**src/rtl/dmem_arbiter_pkg.sv**
```systemverilog
// Shared definitions for the two-port data-memory arbiter: FSM state
// encodings, requester port indices and a small port-decode helper.
package dmem_arbiter_pkg;

  typedef enum logic [1:0] {
    ST_IDLE   = 2'd0,
    ST_ACCESS = 2'd1,
    ST_RESP   = 2'd2
  } state_e;

  localparam logic PORT_CPU = 1'b0;
  localparam logic PORT_DMA = 1'b1;

  function automatic logic [1:0] port_onehot(input logic port);
    logic [1:0] oh;
    if (port == PORT_DMA) begin
      oh = 2'b10;
    end else begin
      oh = 2'b01;
    end
    return oh;
  endfunction

endpackage

```
**src/rtl/dmem_arbiter_if.sv**
```systemverilog
// Bundle of both requester ports plus the DataMem port seen by the arbiter.
// slave = arbiter side, master = requesters/DataMem side.
interface dmem_arbiter_if #(
  parameter int unsigned ADDR_W = 32
);
  logic              req0, req1;
  logic              we0, we1;
  logic [ADDR_W-1:0] addr0, addr1;
  logic [31:0]       wdata0, wdata1;
  logic              ack0, ack1;
  logic              err0, err1;
  logic [31:0]       rdata0, rdata1;
  logic              mem_rd, mem_wr;
  logic [ADDR_W-1:0] mem_addr;
  logic [31:0]       mem_wdata;
  logic [31:0]       mem_rdata;

  modport slave (
    input  req0, req1, we0, we1, addr0, addr1, wdata0, wdata1, mem_rdata,
    output ack0, ack1, err0, err1, rdata0, rdata1,
    output mem_rd, mem_wr, mem_addr, mem_wdata
  );

  modport master (
    output req0, req1, we0, we1, addr0, addr1, wdata0, wdata1, mem_rdata,
    input  ack0, ack1, err0, err1, rdata0, rdata1,
    input  mem_rd, mem_wr, mem_addr, mem_wdata
  );
endinterface

```
**src/rtl/dmem_arbiter_rr_arb2.sv**
```systemverilog
// Combinational two-way round-robin pick: on a tie the port that was not
// served last wins; a lone request is granted directly.
module rr_arb2 (
  input  logic [1:0] req,
  input  logic       last,
  output logic       grant,
  output logic       any
);

  // Grant index selection from the request pair and last winner
  always_comb begin
    grant = 1'b0;
    any   = req[0] | req[1];
    case (req)
      2'b11:   grant = ~last;
      2'b10:   grant = 1'b1;
      2'b01:   grant = 1'b0;
      default: grant = 1'b0;
    endcase
  end

endmodule

```
**src/rtl/dmem_arbiter.sv**
```systemverilog
// Shares one combinational-read DataMem port between the MEM stage (port 0)
// and the DMA master (port 1); illegal addresses get an error ack instead.
module dmem_arbiter
  import dmem_arbiter_pkg::*;
#(
  parameter int unsigned RAM_SIZE = 256,
  parameter int unsigned ADDR_W   = 32
) (
  input logic             clk,
  input logic             reset,
  dmem_arbiter_if.slave   bus
);

  localparam logic [ADDR_W-1:0] RAM_LIMIT = ADDR_W'(RAM_SIZE);

  state_e            state_r, state_nxt_s;
  logic              owner_r, rr_last_r;
  logic              we_r, err_flag_r;
  logic [ADDR_W-1:0] addr_r;
  logic [31:0]       wdata_r;
  logic [1:0]        ack_r, err_r;
  logic [31:0]       rdata0_r, rdata1_r;

  logic [1:0]        req_s;
  logic              grant_s, any_s;
  logic              cap_en_s, cap_port_s;
  logic              sel_we_s, sel_err_s;
  logic [ADDR_W-1:0] sel_addr_s;
  logic [31:0]       sel_wdata_s, resp_data_s;

  assign req_s = {bus.req1, bus.req0};

  rr_arb2 u_rr_arb2 (
    .req   (req_s),
    .last  (rr_last_r),
    .grant (grant_s),
    .any   (any_s)
  );

  // Next-state and capture decision; RESP only hands over to the other port
  always_comb begin
    state_nxt_s = state_r;
    cap_en_s    = 1'b0;
    cap_port_s  = owner_r;
    case (state_r)
      ST_IDLE: begin
        if (any_s) begin
          cap_en_s    = 1'b1;
          cap_port_s  = grant_s;
          state_nxt_s = ST_ACCESS;
        end else begin
          state_nxt_s = ST_IDLE;
        end
      end
      ST_ACCESS: state_nxt_s = ST_RESP;
      ST_RESP: begin
        if (req_s[~owner_r]) begin
          cap_en_s    = 1'b1;
          cap_port_s  = ~owner_r;
          state_nxt_s = ST_ACCESS;
        end else begin
          state_nxt_s = ST_IDLE;
        end
      end
      default: state_nxt_s = ST_IDLE;
    endcase
  end

  // Request mux for the port being captured
  always_comb begin
    sel_we_s    = bus.we0;
    sel_addr_s  = bus.addr0;
    sel_wdata_s = bus.wdata0;
    if (cap_port_s == PORT_DMA) begin
      sel_we_s    = bus.we1;
      sel_addr_s  = bus.addr1;
      sel_wdata_s = bus.wdata1;
    end else begin
      sel_we_s    = bus.we0;
      sel_addr_s  = bus.addr0;
      sel_wdata_s = bus.wdata0;
    end
  end

  assign sel_err_s   = (sel_addr_s >= RAM_LIMIT) || (sel_addr_s[1:0] != 2'b00);
  assign resp_data_s = (err_flag_r || we_r) ? 32'h0000_0000 : bus.mem_rdata;

  // FSM state register
  always_ff @(posedge clk or negedge reset) begin
    if (!reset) begin
      state_r <= ST_IDLE;
    end else begin
      state_r <= state_nxt_s;
    end
  end

  // Captured request; held outside ACCESS so the memory bus stays quiet
  always_ff @(posedge clk or negedge reset) begin
    if (!reset) begin
      owner_r    <= PORT_CPU;
      we_r       <= 1'b0;
      addr_r     <= {ADDR_W{1'b0}};
      wdata_r    <= 32'h0000_0000;
      err_flag_r <= 1'b0;
    end else if (cap_en_s) begin
      owner_r    <= cap_port_s;
      we_r       <= sel_we_s;
      addr_r     <= sel_addr_s;
      wdata_r    <= sel_wdata_s;
      err_flag_r <= sel_err_s;
    end
  end

  // Round-robin history: reset value lets port 0 win the first tie
  always_ff @(posedge clk or negedge reset) begin
    if (!reset) begin
      rr_last_r <= PORT_DMA;
    end else if (state_r == ST_ACCESS) begin
      rr_last_r <= owner_r;
    end
  end

  // Per-port response registers: ack/err pulse during RESP, rdata held
  always_ff @(posedge clk or negedge reset) begin
    if (!reset) begin
      ack_r    <= 2'b00;
      err_r    <= 2'b00;
      rdata0_r <= 32'h0000_0000;
      rdata1_r <= 32'h0000_0000;
    end else if (state_r == ST_ACCESS) begin
      ack_r <= port_onehot(owner_r);
      err_r <= err_flag_r ? port_onehot(owner_r) : 2'b00;
      if (owner_r == PORT_CPU) begin
        rdata0_r <= resp_data_s;
      end else begin
        rdata1_r <= resp_data_s;
      end
    end else begin
      ack_r <= 2'b00;
      err_r <= 2'b00;
    end
  end

  assign bus.ack0      = ack_r[0];
  assign bus.ack1      = ack_r[1];
  assign bus.err0      = err_r[0];
  assign bus.err1      = err_r[1];
  assign bus.rdata0    = rdata0_r;
  assign bus.rdata1    = rdata1_r;
  // Strobes decode from async-reset registers, so they fall the moment reset asserts
  assign bus.mem_rd    = (state_r == ST_ACCESS) && !we_r && !err_flag_r;
  assign bus.mem_wr    = (state_r == ST_ACCESS) &&  we_r && !err_flag_r;
  assign bus.mem_addr  = addr_r;
  assign bus.mem_wdata = wdata_r;

endmodule

```
**src/flat_wrapper.sv**
```systemverilog
// flat-port wrapper written by rule: the top's interface ports become plain ports
module dmem_arbiter_flat import dmem_arbiter_pkg::*;
#(
  parameter int unsigned RAM_SIZE = 256,
  parameter int unsigned ADDR_W   = 32
)
  (clk, reset, bus_req0, bus_req1, bus_we0, bus_we1, bus_addr0, bus_addr1, bus_wdata0, bus_wdata1, bus_mem_rdata, bus_ack0, bus_ack1, bus_err0, bus_err1, bus_rdata0, bus_rdata1, bus_mem_rd, bus_mem_wr, bus_mem_addr, bus_mem_wdata);
  dmem_arbiter_if #(.ADDR_W(ADDR_W)) bus_i ();
  input logic clk;
  input logic reset;
  input wire logic [$bits(bus_i.req0)-1:0] bus_req0;
  input wire logic [$bits(bus_i.req1)-1:0] bus_req1;
  input wire logic [$bits(bus_i.we0)-1:0] bus_we0;
  input wire logic [$bits(bus_i.we1)-1:0] bus_we1;
  input wire logic [$bits(bus_i.addr0)-1:0] bus_addr0;
  input wire logic [$bits(bus_i.addr1)-1:0] bus_addr1;
  input wire logic [$bits(bus_i.wdata0)-1:0] bus_wdata0;
  input wire logic [$bits(bus_i.wdata1)-1:0] bus_wdata1;
  input wire logic [$bits(bus_i.mem_rdata)-1:0] bus_mem_rdata;
  output wire logic [$bits(bus_i.ack0)-1:0] bus_ack0;
  output wire logic [$bits(bus_i.ack1)-1:0] bus_ack1;
  output wire logic [$bits(bus_i.err0)-1:0] bus_err0;
  output wire logic [$bits(bus_i.err1)-1:0] bus_err1;
  output wire logic [$bits(bus_i.rdata0)-1:0] bus_rdata0;
  output wire logic [$bits(bus_i.rdata1)-1:0] bus_rdata1;
  output wire logic [$bits(bus_i.mem_rd)-1:0] bus_mem_rd;
  output wire logic [$bits(bus_i.mem_wr)-1:0] bus_mem_wr;
  output wire logic [$bits(bus_i.mem_addr)-1:0] bus_mem_addr;
  output wire logic [$bits(bus_i.mem_wdata)-1:0] bus_mem_wdata;
  assign bus_i.req0 = bus_req0;
  assign bus_i.req1 = bus_req1;
  assign bus_i.we0 = bus_we0;
  assign bus_i.we1 = bus_we1;
  assign bus_i.addr0 = bus_addr0;
  assign bus_i.addr1 = bus_addr1;
  assign bus_i.wdata0 = bus_wdata0;
  assign bus_i.wdata1 = bus_wdata1;
  assign bus_i.mem_rdata = bus_mem_rdata;
  assign bus_ack0 = bus_i.ack0;
  assign bus_ack1 = bus_i.ack1;
  assign bus_err0 = bus_i.err0;
  assign bus_err1 = bus_i.err1;
  assign bus_rdata0 = bus_i.rdata0;
  assign bus_rdata1 = bus_i.rdata1;
  assign bus_mem_rd = bus_i.mem_rd;
  assign bus_mem_wr = bus_i.mem_wr;
  assign bus_mem_addr = bus_i.mem_addr;
  assign bus_mem_wdata = bus_i.mem_wdata;
  dmem_arbiter #(.RAM_SIZE(RAM_SIZE), .ADDR_W(ADDR_W)) u_core (.clk(clk), .reset(reset), .bus(bus_i));
endmodule
```
**config.mk**
```make
export PLATFORM = sky130hd
export DESIGN_NAME = dmem_arbiter_flat
export DESIGN_NICKNAME = d
export VERILOG_FILES = /design/src/rtl/dmem_arbiter_pkg.sv /design/src/rtl/dmem_arbiter_if.sv /design/src/rtl/dmem_arbiter_rr_arb2.sv /design/src/rtl/dmem_arbiter.sv /design/src/flat_wrapper.sv
export SDC_FILE = /design/constraint.sdc
export NUM_CORES = 1
export LEC_CHECK = 0
export BUFFER_PORTS_ARGS = -buffer_cell sky130_fd_sc_hd__buf_2
export CORE_MARGIN = 2
export CORE_UTILIZATION = 40
export DETAILED_ROUTE_END_ITERATION = 12
export PLACE_DENSITY_LB_ADDON = 0.1
export SLEW_MARGIN = 15
export SYNTH_ARGS = -nofsm -noshare
export SYNTH_HDL_FRONTEND = slang
export SYNTH_SLANG_ARGS = --single-unit
```
**constraint.sdc**
```tcl
create_clock -name clk -period 4.1 [get_ports clk]
set_clock_uncertainty 0.1 [all_clocks]
set_input_delay 0.41 -clock clk [delete_from_list [all_inputs] [get_ports clk]]
set_output_delay 0.41 -clock clk [all_outputs]
set_load 0.05 [all_outputs]
```
* After elaboration in Yosys (flattened, before gate mapping)
Cells that the tools add are included.
Storage, ports and cells: logic and storage cells 52, bits in read-only memories 0, RAM bits 0, bits in latches 0, bits in registers 138, memories kept 0, bits of input ports 166
Operators by class: bitwise gates (word level) 3, $lt $le $gt $ge 2, mux-type cells 20, reductions and logical operators 12, equality and inequality tests 4, div/mod/pow operators 0, multipliers 0, add/subtract/negate cells 0, shift-type cells 0
Operators with widths (number):
- $mux 32 | 3
- $ge 32x9->1 const B | 1
- $mux 1 | 9
- $mux 2 | 4
- $eq 2x2->1 const B | 3
- $pmux 1 s2 | 3
- $pmux 2 s3 | 1
- $logic_and 1x1->1 | 4
- $reduce_and 2->1 | 2
- $eq 2x1->1 const B | 1
- $logic_not 1->1 | 2
- $logic_not 2->1 | 1
- $logic_or 1x1->1 | 2
- $lt 1x2->1 const B | 1
- $not 1->1 | 2
- $reduce_bool 2->1 | 1
- $or 1x1->1 | 1

* Longest topological paths before layout
depth after elaboration 8, mapped depth 7

* Cells and area by module
A second synthesis with hierarchy kept.
Second synthesis, totals: cell total of the unflattened synthesis 578, area, all modules 5811.8 µm²
Modules (own cells, without submodules):
- dmem_arbiter | times used 1, sequential area each 3454.6 µm², cells each 576, area each 5798.1 µm²
- rr_arb2 | times used 1, sequential area each 0.0 µm², cells each 2, area each 13.8 µm²

* Worst setup path after synthesis
Ideal clock, no wire load.
path type register -> output, from register u_core.state_r[1], to output bus_mem_rd, slack 1.987 ns, data arrival time 1.603 ns, data required time 3.590 ns, buffers on the path 0, stages on the path, launching flop included 3, path through dfrtp_1 nand2b_1 nor3_1
On the way: word-level cells in the longest chain between the ends 3
RTL lines:
- start: declaration | line dmem_arbiter.sv:16 | state_e state_r, state_nxt_s;
- start signal: assignment | line dmem_arbiter.sv:93 | state_r <= state_nxt_s;
- $eq 2x1->1 | line dmem_arbiter.sv:151 | assign bus.mem_rd = (state_r == ST_ACCESS) && !we_r && !err_flag_r;
- $logic_and 1x1->1 (2 in a row) | line dmem_arbiter.sv:151
- end: declaration | line flat_wrapper.sv:26 | output wire logic [$bits(bus_i.mem_rd)-1:0] bus_mem_rd;
Every way passes these cells.

* Worst setup path after layout
from register u_core.state_r[1], to register u_core.addr_r[15], in the netlist u_core.bus.mem_addr[15]
On the way: word-level cells in the longest chain between the ends 3, elaborated cells on any way between the ends 5, classes of those cells eq/ne: 1; mux: 3; reduce/logical: 1
RTL lines:
- $eq 2x2->1 / $logic_not 2->1 (equally long branches) | line dmem_arbiter.sv:45 | case (state_r)
- $pmux 1 s2 | line dmem_arbiter.sv:45
- $mux 32 | line dmem_arbiter.sv:74 | if (cap_port_s == PORT_DMA) begin
- end signal: assignment | line dmem_arbiter.sv:102 | addr_r <= {ADDR_W{1'b0}};
- end signal: assignment | line dmem_arbiter.sv:108 | addr_r <= sel_addr_s;
- end: declaration | line dmem_arbiter.sv:19 | logic [ADDR_W-1:0] addr_r;
Parallel ways exist; a longest one is shown, timed or not. A chain may end at the register's enable or synchronous reset.

==> Implementation_results.wiki <==
{| class="wikitable"
! Metric !! Value
|-
| Run status || completed
|-
| Pin count of the biggest net entering global routing || 90
|-
| FP Rows || 44
|-
| Power share of the sequential group || 0.272
|-
| H-tree depth reported by CTS || 4
|-
| Syn_area_per_cell || 8.94 um^2
|-
| Number of flops mapped to enable cells by yosys || 0
|-
| Area added between synthesis and finish || 37.4%
|-
| Post-Route M1 WL || 7.62 mm
|-
| Sum of negative setup slack || 0 ns
|-
| Worst reg2reg setup slack || 1.73 ns
|-
| Largest delay share family, worst path || simple AND/OR/NAND/NOR gates
|-
| Buf/Inv on CP || 1
|-
| Die Outline Area || 15,900 um^2
|-
| Number of I/O port buffers || 299
|-
| Cells after synthesis || 667
|-
| Crit. Startpoint || u_core.state_r[1]
|-
| Top routing layer in use || met4
|-
| Met2 wirelength from detailed routing || 9.21 mm
|-
| Number of warnings reported in the yosys synthesis log || 0
|-
| Hold Path Class || primary input to register
|-
| Placeable core region || 14,500 um^2
|-
| Min Tclk post-route || 2.37 ns
|-
| Worst setup margin || 1.73 ns
|-
| Proportion of register bits with asynchronous set or reset after synthesis || 1.00
|-
| Max-capacitance violation count || 0
|-
| Final estimated routing congestion in global placement || 0.835
|-
| Via count of the routed design || 6,029
|-
| Effective utilization at floorplan || 0.410
|-
| Iteration-0 DRC count of the detailed router || 442
|-
| Post-route clock period utilization || 0.578
|-
| Post-detailed-route count of antenna-violating nets || 0
|-
| Clock group share of total power || 0.183
|-
| Worst R2R Start || u_core.state_r[1]
|-
| Worst-Margin Slew || 1.14 ns
|-
| DR DRC count || 0
|-
| Worst-path cell chain || mux2_2 > nand2_2 > buf_4 > nand3_1 > a31oi_1
|-
| Worst setup path class || register to register
|-
| Static leakage || 0.00401 uW
|-
| Largest fanout on the critical path || 44
|-
| TritonCTS Buffers || 17
|-
| Internal cell power || 4100 uW
|-
| Data required time at the worst endpoint || 4.34 ns
|-
| Detailed-route wire length || 18.6 mm
|-
| Vias in the first global route || 5,769
|-
| CTS clk-pin slew, worst paths || 0.06 ns
|-
| Number of library cell types mapped by synthesis || 25
|-
| Fraction of power consumed by combinational cells || 0.545
|-
| WL per Instance || 16.4 um
|-
| Clock latency at the later pin of the worst-skew pair || 0.42 ns
|-
| Delay of the slowest cell on the worst path || 0.66 ns
|-
| Met3 routed WL || 1.33 mm
|-
| Worst-case headroom to the max-slew limit || 0.239
|-
| Minimum setup slack after placement || 1.75 ns
|-
| Setup violators final || 0
|-
| IO Count || 300
|-
| Post-cts gate resize count || 0
|-
| Max Clk Rate || 422 MHz
|-
| Final standard cell area without fillers || 8190 um^2
|-
| Placed Instance Area || 7560 um^2
|-
| Filler Cell Count || 1,371
|-
| Synthesized net count || 833
|-
| Antenna violations before repair || 2
|-
| Cell Pwr Density || 1070 nW/um^2
|-
| Vias per cell || 5.32
|-
| Share of final-layout standard cells stronger than drive strength 1 || 0.367
|-
| Die span in y || 126 um
|-
| Clock tree from TritonCTS || built
|-
| Final Hold Vio Count || 0
|-
| Horiz. Die Dim || 126 um
|-
| Critical path launch point type || register
|-
| Fraction of power spent switching nets || 0.532
|-
| Net Switching || 4660 uW
|-
| Synthesized flop and latch total || 138
|-
| Sequential share of the synthesized area || 0.579
|-
| DPL Wire Length || 13.0 mm
|-
| GRT Total Usage || 0.232
|-
| Hold wc startpoint || bus_we1
|-
| Clock Tree Buf Depth || 2
|-
| TritonCTS Sinks || 138
|-
| Arrival @ worst endpoint || 2.61 ns
|-
| Synth Flop Type || sky130_fd_sc_hd__dfrtp_1
|-
| Unrepaired setup endpoints after global routing || false
|-
| Max rail drop VDD || 0.000455 V
|-
| Total Nets Final || 1,102
|-
| Clock tree root driver cell || sky130_fd_sc_hd__clkbuf_16
|-
| Critical path's slowest cell || sky130_fd_sc_hd__nand2_2
|-
| First-pass detailed-route iteration total || 5
|-
| First-pass GRT wire length || 29.4 mm
|-
| Setup crit end kind || register
|-
| Total global routing overflow || 0
|-
| Final-report max-slew violation count || 0
|-
| Post-synthesis instance area || 5960 um^2
|}
==> timing repair <==
action | CTS | global route
hold endpoints to repair | 20 | 0
hold buffers | 1 | 0
buffers inserted | 0 | 0
==> stage by stage <==
stage,utilization,total power [uW],instances,hold slack (ns)
final,0.564,8770,1134,0.150
after global routing,0.564,9280,1134,0.145
after CTS,0.563,8820,1132,0.138
after detailed placement,0.520,7210,1100,0.354
after global placement,0.520,7110,1100,0.349
after floorplan,-,6000,667,0.0144
==> flip-flops by register name, indices dropped and copies added, names as in the netlist <==
signal / flops
u_core.bus.rdata1: 32
u_core.err_flag_r: 1
u_core.bus.rdata0: 32
u_core.bus.mem_addr: 32
u_core.we_r: 1
u_core.owner_r: 1
u_core.rr_last_r: 1
u_core.err_r: 2
u_core.bus.mem_wdata: 32
u_core.ack_r: 2
u_core.state_r: 2
==> layer usage <==
layer | up-vias | global-route usage
li1 | 2869 | -
met1 | 2871 | 0.292
met2 | 247 | 0.381
met3 | 42 | 0.0641
met4 | 0 | 0.0892
met5 | - | 0
==> worst paths after layout <==
| path | endpoint | cells past startpoint |
|---|---|---|
| worst min-delay path | u_core.we_r | 3 |
| worst max register to register | u_core.bus.mem_addr[15] | 5 |
| worst min register to register | u_core.rr_last_r | 2 |
| min in group asynchronous | u_core.bus.rdata1[4] | 2 |
| max in group asynchronous | u_core.bus.rdata1[15] | 3 |
| worst max-delay path | u_core.bus.mem_addr[15] | 5 |
==> power groups by stage <==
| stage | Sequential (uW) | Clock [uW] | Combinational [uW] |
|---|---|---|---|
| 2_1_floorplan | 4550 | 0 | 1450 |
| 3_3_place_gp | 2370 | 0 | 4740 |
| 3_5_place_dp | 2400 | 0 | 4810 |
| 4_1_cts | 2390 | 1630 | 4810 |
| 5_1_grt | 2470 | 1700 | 5110 |
| 6_report | 2390 | 1600 | 4780 |
==> cell usage after synthesis (2+ instances only) <==
master,n,area (um^2)
sky130_fd_sc_hd__dfrtp_1,137,3430
sky130_fd_sc_hd__o21ai_0,123,616
sky130_fd_sc_hd__nand2_1,100,375
sky130_fd_sc_hd__nor2_1,74,278
sky130_fd_sc_hd__nand3_1,68,340
sky130_fd_sc_hd__a31oi_1,65,407
sky130_fd_sc_hd__clkbuf_1,39,146
sky130_fd_sc_hd__buf_2,18,90.1
sky130_fd_sc_hd__nor4_1,12,75.1
sky130_fd_sc_hd__o21ai_1,7,35.0
sky130_fd_sc_hd__inv_1,5,18.8
sky130_fd_sc_hd__nand2b_1,4,25.0
sky130_fd_sc_hd__buf_1,2,7.51
sky130_fd_sc_hd__nand4_1,2,12.5
==> cell type report <==
cell class | count | area [um^2] | share of cell area
antenna | 2 | 5.00 | 0.000611
clock buffer | 19 | 443 | 0.0541
clock inverter | 12 | 173 | 0.0211
inverter | 5 | 18.8 | 0.00229
multi-input combinational | 465 | 2280 | 0.278
sequential | 138 | 3450 | 0.422
tap | 184 | 230 | 0.0281
timing repair buffer | 309 | 1590 | 0.194
==> worst register-to-register path, stage by stage (launching register included) <==
cell,delay [ns]
sky130_fd_sc_hd__dfrtp_1,0.41
sky130_fd_sc_hd__mux2_2,0.37
sky130_fd_sc_hd__nand2_2,0.66
sky130_fd_sc_hd__buf_4,0.41
sky130_fd_sc_hd__nand3_1,0.15
sky130_fd_sc_hd__a31oi_1,0.19
==> kinds of logic (layout without fill, tap and decap cells) <==
logic type / Yosys count / count (layout) / synth area share
mux: 2 / 2 / 0.00357
simple gates: 264 / 264 / 0.189
buf+inv: 64 / 345 / 0.0441
compound gates: 199 / 199 / 0.184
other cells: 0 / 2 / 0
flops: 138 / 138 / 0.579
==> placed cells by master, fill, tap and decap left out, drive strengths merged <==
| cell | netlist | layout |
|---|---|---|
| buf | 20 | 308 |
| dfrtp | 137 | 137 |
| o21ai | 130 | 130 |
| nand2 | 100 | 100 |
| nor2 | 74 | 74 |
| nand3 | 68 | 68 |
| a31oi | 65 | 65 |
| clkbuf | 39 | 19 |
| nor4 | 12 | 12 |
| inv | 5 | 6 |
| clkinv | 0 | 5 |
| bufinv | 0 | 4 |
| nand2b | 4 | 4 |
| diode | 0 | 2 |
| nand4 | 2 | 2 |
| clkinvlp | 0 | 2 |
| mux2i | 1 | 1 |
| a211oi | 1 | 1 |
| nor3 | 1 | 1 |
| and3 | 1 | 1 |
| mux2 | 1 | 1 |
| nor2b | 1 | 1 |
| a22o | 1 | 1 |
| and2 | 1 | 1 |
| a22oi | 1 | 1 |
| o221ai | 1 | 1 |
| dlygate4sd3 | 0 | 1 |
| dfstp | 1 | 1 |
Power figures use the tool's default switching activity.
